==> src/rtl/integer_divide_32bit.sv <==
// Iterative restoring divider for the RISC-V M-extension DIV/DIVU/REM/REMU ops.
// Produces one quotient bit per clock. Divide-by-zero and signed overflow are
// resolved at accept time and finish after a single cycle. The result register
// holds its value between operations.
module integer_divide_32bit #(
  parameter int WIDTH = 32
) (
  input  logic             clk,
  input  logic             rst_n,
  input  logic             start,
  input  logic [1:0]       op,
  input  logic [WIDTH-1:0] dividend,
  input  logic [WIDTH-1:0] divisor,
  output logic             busy,
  output logic             done,
  output logic [WIDTH-1:0] result
);

  localparam int CW = $clog2(WIDTH + 1);
  localparam logic [WIDTH-1:0] MIN_INT = {1'b1, {(WIDTH-1){1'b0}}};

  typedef enum logic [1:0] {IDLE, CALC, DONE} state_t;

  state_t           state;
  logic [WIDTH-1:0] rem;          // partial remainder (always < divisor_mag)
  logic [WIDTH-1:0] quo;          // dividend bits shift out, quotient bits shift in
  logic [WIDTH-1:0] divisor_mag;
  logic             neg_quo;
  logic             neg_rem;
  logic             want_rem;
  logic [CW-1:0]    count;

  // Accept-time decode: signedness, magnitudes and the two special cases
  logic             dividend_neg;
  logic             divisor_neg;
  logic [WIDTH-1:0] dividend_mag;
  logic [WIDTH-1:0] divisor_mag_in;
  logic             div_by_zero;
  logic             overflow;
  logic [WIDTH-1:0] special_result;

  // Datapath for one restoring step and the final sign fix-up
  logic [WIDTH:0]   shifted;
  logic [WIDTH:0]   trial;
  logic [WIDTH-1:0] step_rem;
  logic [WIDTH-1:0] step_quo;
  logic [WIDTH-1:0] final_quo;
  logic [WIDTH-1:0] final_rem;
  logic             last_step;

  // Operand decode for a new request
  always_comb begin
    dividend_neg   = ~op[0] & dividend[WIDTH-1];
    divisor_neg    = ~op[0] & divisor[WIDTH-1];
    dividend_mag   = dividend_neg ? (~dividend + 1'b1) : dividend;
    divisor_mag_in = divisor_neg  ? (~divisor + 1'b1)  : divisor;
    div_by_zero    = (divisor == '0);
    overflow       = ~op[0] & (dividend == MIN_INT) & (divisor == '1);
    if (div_by_zero) begin
      special_result = op[1] ? dividend : '1;
    end else begin
      special_result = op[1] ? '0 : dividend;
    end
  end

  // One restoring step: shift in the next dividend bit, subtract, keep if non-negative
  always_comb begin
    shifted   = {rem, quo[WIDTH-1]};
    trial     = shifted - {1'b0, divisor_mag};
    step_rem  = trial[WIDTH] ? shifted[WIDTH-1:0] : trial[WIDTH-1:0];
    step_quo  = {quo[WIDTH-2:0], ~trial[WIDTH]};
    final_quo = neg_quo ? (~step_quo + 1'b1) : step_quo;
    final_rem = neg_rem ? (~step_rem + 1'b1) : step_rem;
    last_step = (count == CW'(WIDTH - 1));
  end

  // Control FSM with registered busy/done/result
  always_ff @(posedge clk or negedge rst_n) begin
    if (!rst_n) begin
      state       <= IDLE;
      busy        <= 1'b0;
      done        <= 1'b0;
      result      <= '0;
      rem         <= '0;
      quo         <= '0;
      divisor_mag <= '0;
      neg_quo     <= 1'b0;
      neg_rem     <= 1'b0;
      want_rem    <= 1'b0;
      count       <= '0;
    end else begin
      done <= 1'b0;
      case (state)
        CALC: begin
          rem   <= step_rem;
          quo   <= step_quo;
          count <= count + 1'b1;
          if (last_step) begin
            state  <= DONE;
            busy   <= 1'b0;
            done   <= 1'b1;
            result <= want_rem ? final_rem : final_quo;
          end
        end
        IDLE, DONE: begin
          if (start) begin
            want_rem <= op[1];
            neg_quo  <= dividend_neg ^ divisor_neg;
            neg_rem  <= dividend_neg;
            if (div_by_zero || overflow) begin
              state  <= DONE;
              busy   <= 1'b0;
              done   <= 1'b1;
              result <= special_result;
            end else begin
              state       <= CALC;
              busy        <= 1'b1;
              rem         <= '0;
              quo         <= dividend_mag;
              divisor_mag <= divisor_mag_in;
              count       <= '0;
            end
          end else begin
            state <= IDLE;
            busy  <= 1'b0;
          end
        end
        default: begin
          state <= IDLE;
          busy  <= 1'b0;
        end
      endcase
    end
  end

endmodule

==> config.mk <==
export PLATFORM = sky130hd
export DESIGN_NAME = integer_divide_32bit
export DESIGN_NICKNAME = d
export VERILOG_FILES = /design/src/rtl/integer_divide_32bit.sv
export SDC_FILE = /design/constraint.sdc
export NUM_CORES = 1
export LEC_CHECK = 0
export CORE_MARGIN = 2
export CORE_UTILIZATION = 35
export CTS_CLUSTER_DIAMETER = 100
export DETAILED_ROUTE_END_ITERATION = 8
export SYNTH_ARGS = -nofsm -noshare
export SYNTH_HDL_FRONTEND = slang
export SYNTH_SLANG_ARGS = --single-unit
==> constraint.sdc <==
create_clock -name clk -period 4.95 [get_ports clk]
set_input_delay 0.495 -clock clk [delete_from_list [all_inputs] [get_ports clk]]
set_output_delay 0.495 -clock clk [all_outputs]
set_load 0.01 [all_outputs]
; ---- After elaboration in Yosys (flattened, before gate mapping)
; Cells that the tools add are included.
[totals]
output_inout_bits = 34
wordCells = 81
reg_bits = 141
[op_classes]
mux = 34
bitwise = 12
n_eq_ne = 9
addsub = 6
reduce_logical = 9
[op_table]
columns = operator, count
row1 = $mux 32, 16
row2 = $pmux 32 s2, 3
row3 = $add 32x1->32 const B, 4
row4 = $not 32->32, 4
row5 = $eq 32x32->1 const B, 2
row6 = $sub 33x32->33, 1
row7 = $logic_not 32->1, 1
row8 = $mux 6, 2
row9 = $pmux 6 s2, 1
row10 = $ne 2x2->1 const B, 4
row11 = $add 6x1->6 const B, 1
row12 = $eq 6x5->1 const B, 1
row13 = $mux 1, 6
row14 = $mux 2, 3
row15 = $reduce_and 3->1, 2
row16 = $and 1x1->1, 4
row17 = $pmux 1 s2, 2
row18 = $pmux 2 s2, 1
row19 = $reduce_and 4->1, 1
row20 = $not 1->1, 3
row21 = $eq 2x1->1 const B, 1
row22 = $eq 2x2->1 const B, 1
row23 = $logic_not 2->1, 1
row24 = $reduce_and 2->1, 1
row25 = 4 further kinds, 4

; ---- Longest topological paths before layout
[logic_depth]
word_depth = 8
ltp_mapped = 23

; ---- Worst setup path after synthesis
; OpenSTA, ideal clock, no wires.
[synth_path]
kind = register to register
start = register quo[31]
end = register result[28]
slack_ns = -0.215
t_arrival_ns = 5.039
period_less_slack_ns = 5.165
required_time_ns = 4.825
setup_ns = 0.125
path_stages_with_launch = 23
path_cell_list = dfrtp_1 > inv_1 > ha_1 > fa_1 > nand2b_2 > a21oi_2 > o21ai_2 > o41ai_4 > a21oi_4 > xnor2_4 > inv_2 > buf_2 > buf_1 > nor2_1 > a21oi_1 > ha_1 > inv_1 > or4_1 > mux2i_4 > o2111ai_2 > o41ai_1 > xnor2_1 > o21ai_1
[synth_via]
elab_chain_len = 8
word_cells_on_any_way = 12
cone_classes = 3 x add/sub / 6 x mux / 3 x bitwise
[synth_lines]
columns = element, line
row1 = start: declaration, 26  ; logic [WIDTH-1:0] quo;
row2 = start signal: assignment, 96  ; quo <= step_quo;
row3 = start signal: assignment, 119  ; quo <= dividend_mag;
row4 = $sub 33x32->33, 69  ; trial = shifted - {1'b0, divisor_mag};
row5 = $mux 32 or $not 1->1 (tied branches), "70, 71"
row6 = "$not 32->32, on equally long branches", "73, 72"
row7 = "$add 32x1->32, on equally long branches", "73, 72"
row8 = "$mux 32, on equally long branches", "73, 72"
row9 = $mux 32 (*), 102  ; result <= want_rem ? final_rem : final_quo;
row10 = $mux 32 (*), 98  ; if (last_step) begin
row11 = $pmux 32 s2 (*), 93  ; case (state)
row12 = end signal: assignment, 102
row13 = end signal: assignment, 114  ; result <= special_result;
row14 = end: declaration, 16  ; output logic [WIDTH-1:0] result
; Mark *: on every way between the ends. The rest lies on a longest branch, timed or not. The select of a mux whose other input is x is not followed.
; A chain may end at the register's enable or synchronous reset.

; ---- Worst setup path in the final report
[layout_path]
start = register quo[31]
end = register result[22]
; Same word-level chain as after synthesis.

==> reports/metrics.cfg <==
[placement]
portBuffers = 102
globalplace.congestion = 0.9170
dp_cells = 2046
post-place-ws_ns = 0.1864
place_area_mm2 = 0.01347
dp_hpwl_um = 30650

[yosys]
synth_top_area_share_pct = 29.47
synth_top_family_by_area = compound AO/OA/AOI/OAI gates
asyncSetResetFlopFracSynth_pct = 100.0
yosysTopAreaCell = dfrtp_1
synth_cell_types = 85
synth_edf_count = 0
syn_nets = 1653
synth_area_per_cell_um2 = 7.694
synth-compound-area-share_pct = 25.68
yosys_register_bits = 140
synthCells = 1545
synthSimpleGateAreaFrac_pct = 21.37
synthAdderAreaFrac_pct = 4.168
yosys.area_share.xor_xnor_pct = 10.18
muxShareOfSynthArea_pct = 4.305
synthTopCellsByArea = dfrtp_1 (29%), o21ai_0 (7.2%), nand2_1 (6.4%)
yosysMostFrequentCell = nand2_1
ys_seq_area_share_pct = 29.47
synth_flop_cell = dfrtp_1
yosys_warnings = 0
ys_top_cells_by_count = nand2_1 (202), o21ai_0 (172), dfrtp_1 (140)
syn_area_mm2 = 0.01189

[timing]
layout_setup_ws_ns = 0.2769
fmax_mhz = 214.0
rsz0062_at_grt = yes
finalSetupViolCount = 0
finClkSkew_ns = 0.01372
worst_slew_pin_slew_ns = 1.293
slew_viol_final = 0
finalHoldViolCount = 0
finalCritPeriodShare_pct = 94.41
fin_crit_ns = 4.673
setup_tns_ns = 0
relSlewSlack_pct = 13.64
timing.hold.ws_ns = 0.02724

[critical_path]
worstReg2RegEnd = result[22]$_DFFE_PN0P_
worstPathMaxFanout = 8
worst-r2r-cell-count = 20
crit_type = flop to flop
r2r_start = quo[31]$_DFFE_PN0P_
cp.arrival_ns = 4.94
r2r_slack_ns = 0.28
critical_path_required_ns = 5.22
critPathLaunch = quo[31]$_DFFE_PN0P_
startpoint_type = flop
end_kind = flop

[clock_tree]
clock_sinks = 140
post-cts-setup-buffers = 0
hold_buffers = 0
clk_pin_slew_worst_paths_ns = 0.06
worstSkewPairLatency_ns = 0.44
h-tree-depth = 4
clockRootBuffer = clkbuf_16
clockBufferDepth = 2
cts_made_buffers = 17
tritoncts = done
post_cts_resized = 0

[worst_hold_path]
holdCritPathClass = primary input to async pin

[floorplanning]
core_area_mm2 = 0.03345
dieArea_mm2 = 0.03546
start_util_pct = 35.54
io_pins = 103
row_count = 67
die_y_um = 188.3
fp.dieW_um = 188.3

[detailed_routing]
wl_per_cell_um = 19.53
antenna_left = 0
drtIter0Drc = 1197
drc = 0
first_pass_iters = 5
routed_wl_um = 40580
via_per_inst = 5.733
vias = 11910

[global_route]
antenna_found_initial = 0
grt_max_degree = 66
grt_pass1_vias = 11300
grt_pass1_wl_um = 64520
grt.total_usage_pct = 22.94
overflow = 0

[pwr]
ir_drop_v = 0.0004912
power.density_mw_per_mm2 = 795.6
total_power_mw = 11.22
leakage_nw = 5.442

[layout]
postLayoutCoreUtil_pct = 42.17
instances_no_fill = 2078
final_layout_size_suffix_gt1_share_pct = 7.853
finalNetCount = 1725
area_growth_pct = 18.65
final_area_mm2 = 0.01410
antenna-diode-count = 0

[status]
status = finished clean

[flow_run]
cap_violations = 0

[routing by layer]
layer  share of wire [%]  GRT usage, %
met5                   0             0
met4                 4.0         9.796
met3                 5.8         4.358
met2                  46         36.76
met1                  44         30.26
[registers in the layout, indices dropped and copies added (netlist names)]
name and count:
count 6, divisor_mag 32, done 1, neg_quo 1, neg_rem 1, quo 32, rem 32, result 32
state 2, want_rem 1
[power breakdown]
| group | switching, mW | internal [mW] |
|---|---|---|
| Sequential | 0.603 | 1.62 |
| Clock | 0.564 | 0.768 |
| Combinational | 4.59 | 3.08 |
[layout make-up]
type,instances,area (µm²)
Clock buffer,19,442.9
Tap cell,448,560.5
Fill cell,3337,19340
Sequential cell,140,3505
Multi-Input combinational cell,1258,7875
Clock inverter,13,157.7
Timing Repair Buffer,145,1358
Inverter,55,206.4
[worst max-delay path, stage by stage, from the launching register on]
cell and delay, ns:
dfrtp_1 0.39, inv_1 0.06, ha_1 0.22, fa_1 0.43, nand2b_2 0.23, a21oi_2 0.14
o21ai_2 0.13, o41ai_4 0.30, a21oi_4 0.12, xnor2_4 0.15, inv_2 0.14, nor2_1 0.06
a21oi_1 0.19, ha_1 0.22, inv_1 0.08, or4_1 0.57, mux2i_4 0.28, o2111ai_4 0.24
o21ai_0 0.27, xnor2_1 0.17, a31oi_1 0.12
[worst max-delay path by stage]
stage                                  end  cells past startpoint
finish              result[22]$_DFFE_PN0P_                     20
global route        result[26]$_DFFE_PN0P_                     20
CTS                 result[30]$_DFFE_PN0P_                     20
detailed placement  result[30]$_DFFE_PN0P_                     20
global placement    result[28]$_DFFE_PN0P_                     19
floorplan           result[28]$_DFFE_PN0P_                     22
[logic make-up (layout without fill, tap and decap cells)]
kind of cell / after synthesis / in the layout
compound gates: 496 / 496
xor+xnor: 136 / 136
fa+ha+maj: 39 / 39
buf+inv: 147 / 232
flops: 140 / 140
mux: 48 / 48
simple gates: 539 / 539
[cell usage in the layout (no fill, tap or decap), types with 35 or more instances in the layout]
cell type / count
xor2_1: 60
nand2_1: 202
inv_1: 52
nor3_1: 35
clkdlybuf4s50_1: 101
o21ai_0: 172
a21oi_1: 117
o22ai_1: 37
ha_1: 38
dfrtp_1: 139
buf_4: 42
xnor2_1: 75
nor2_1: 133
Note: power is estimated with default switching activity, not from simulation.
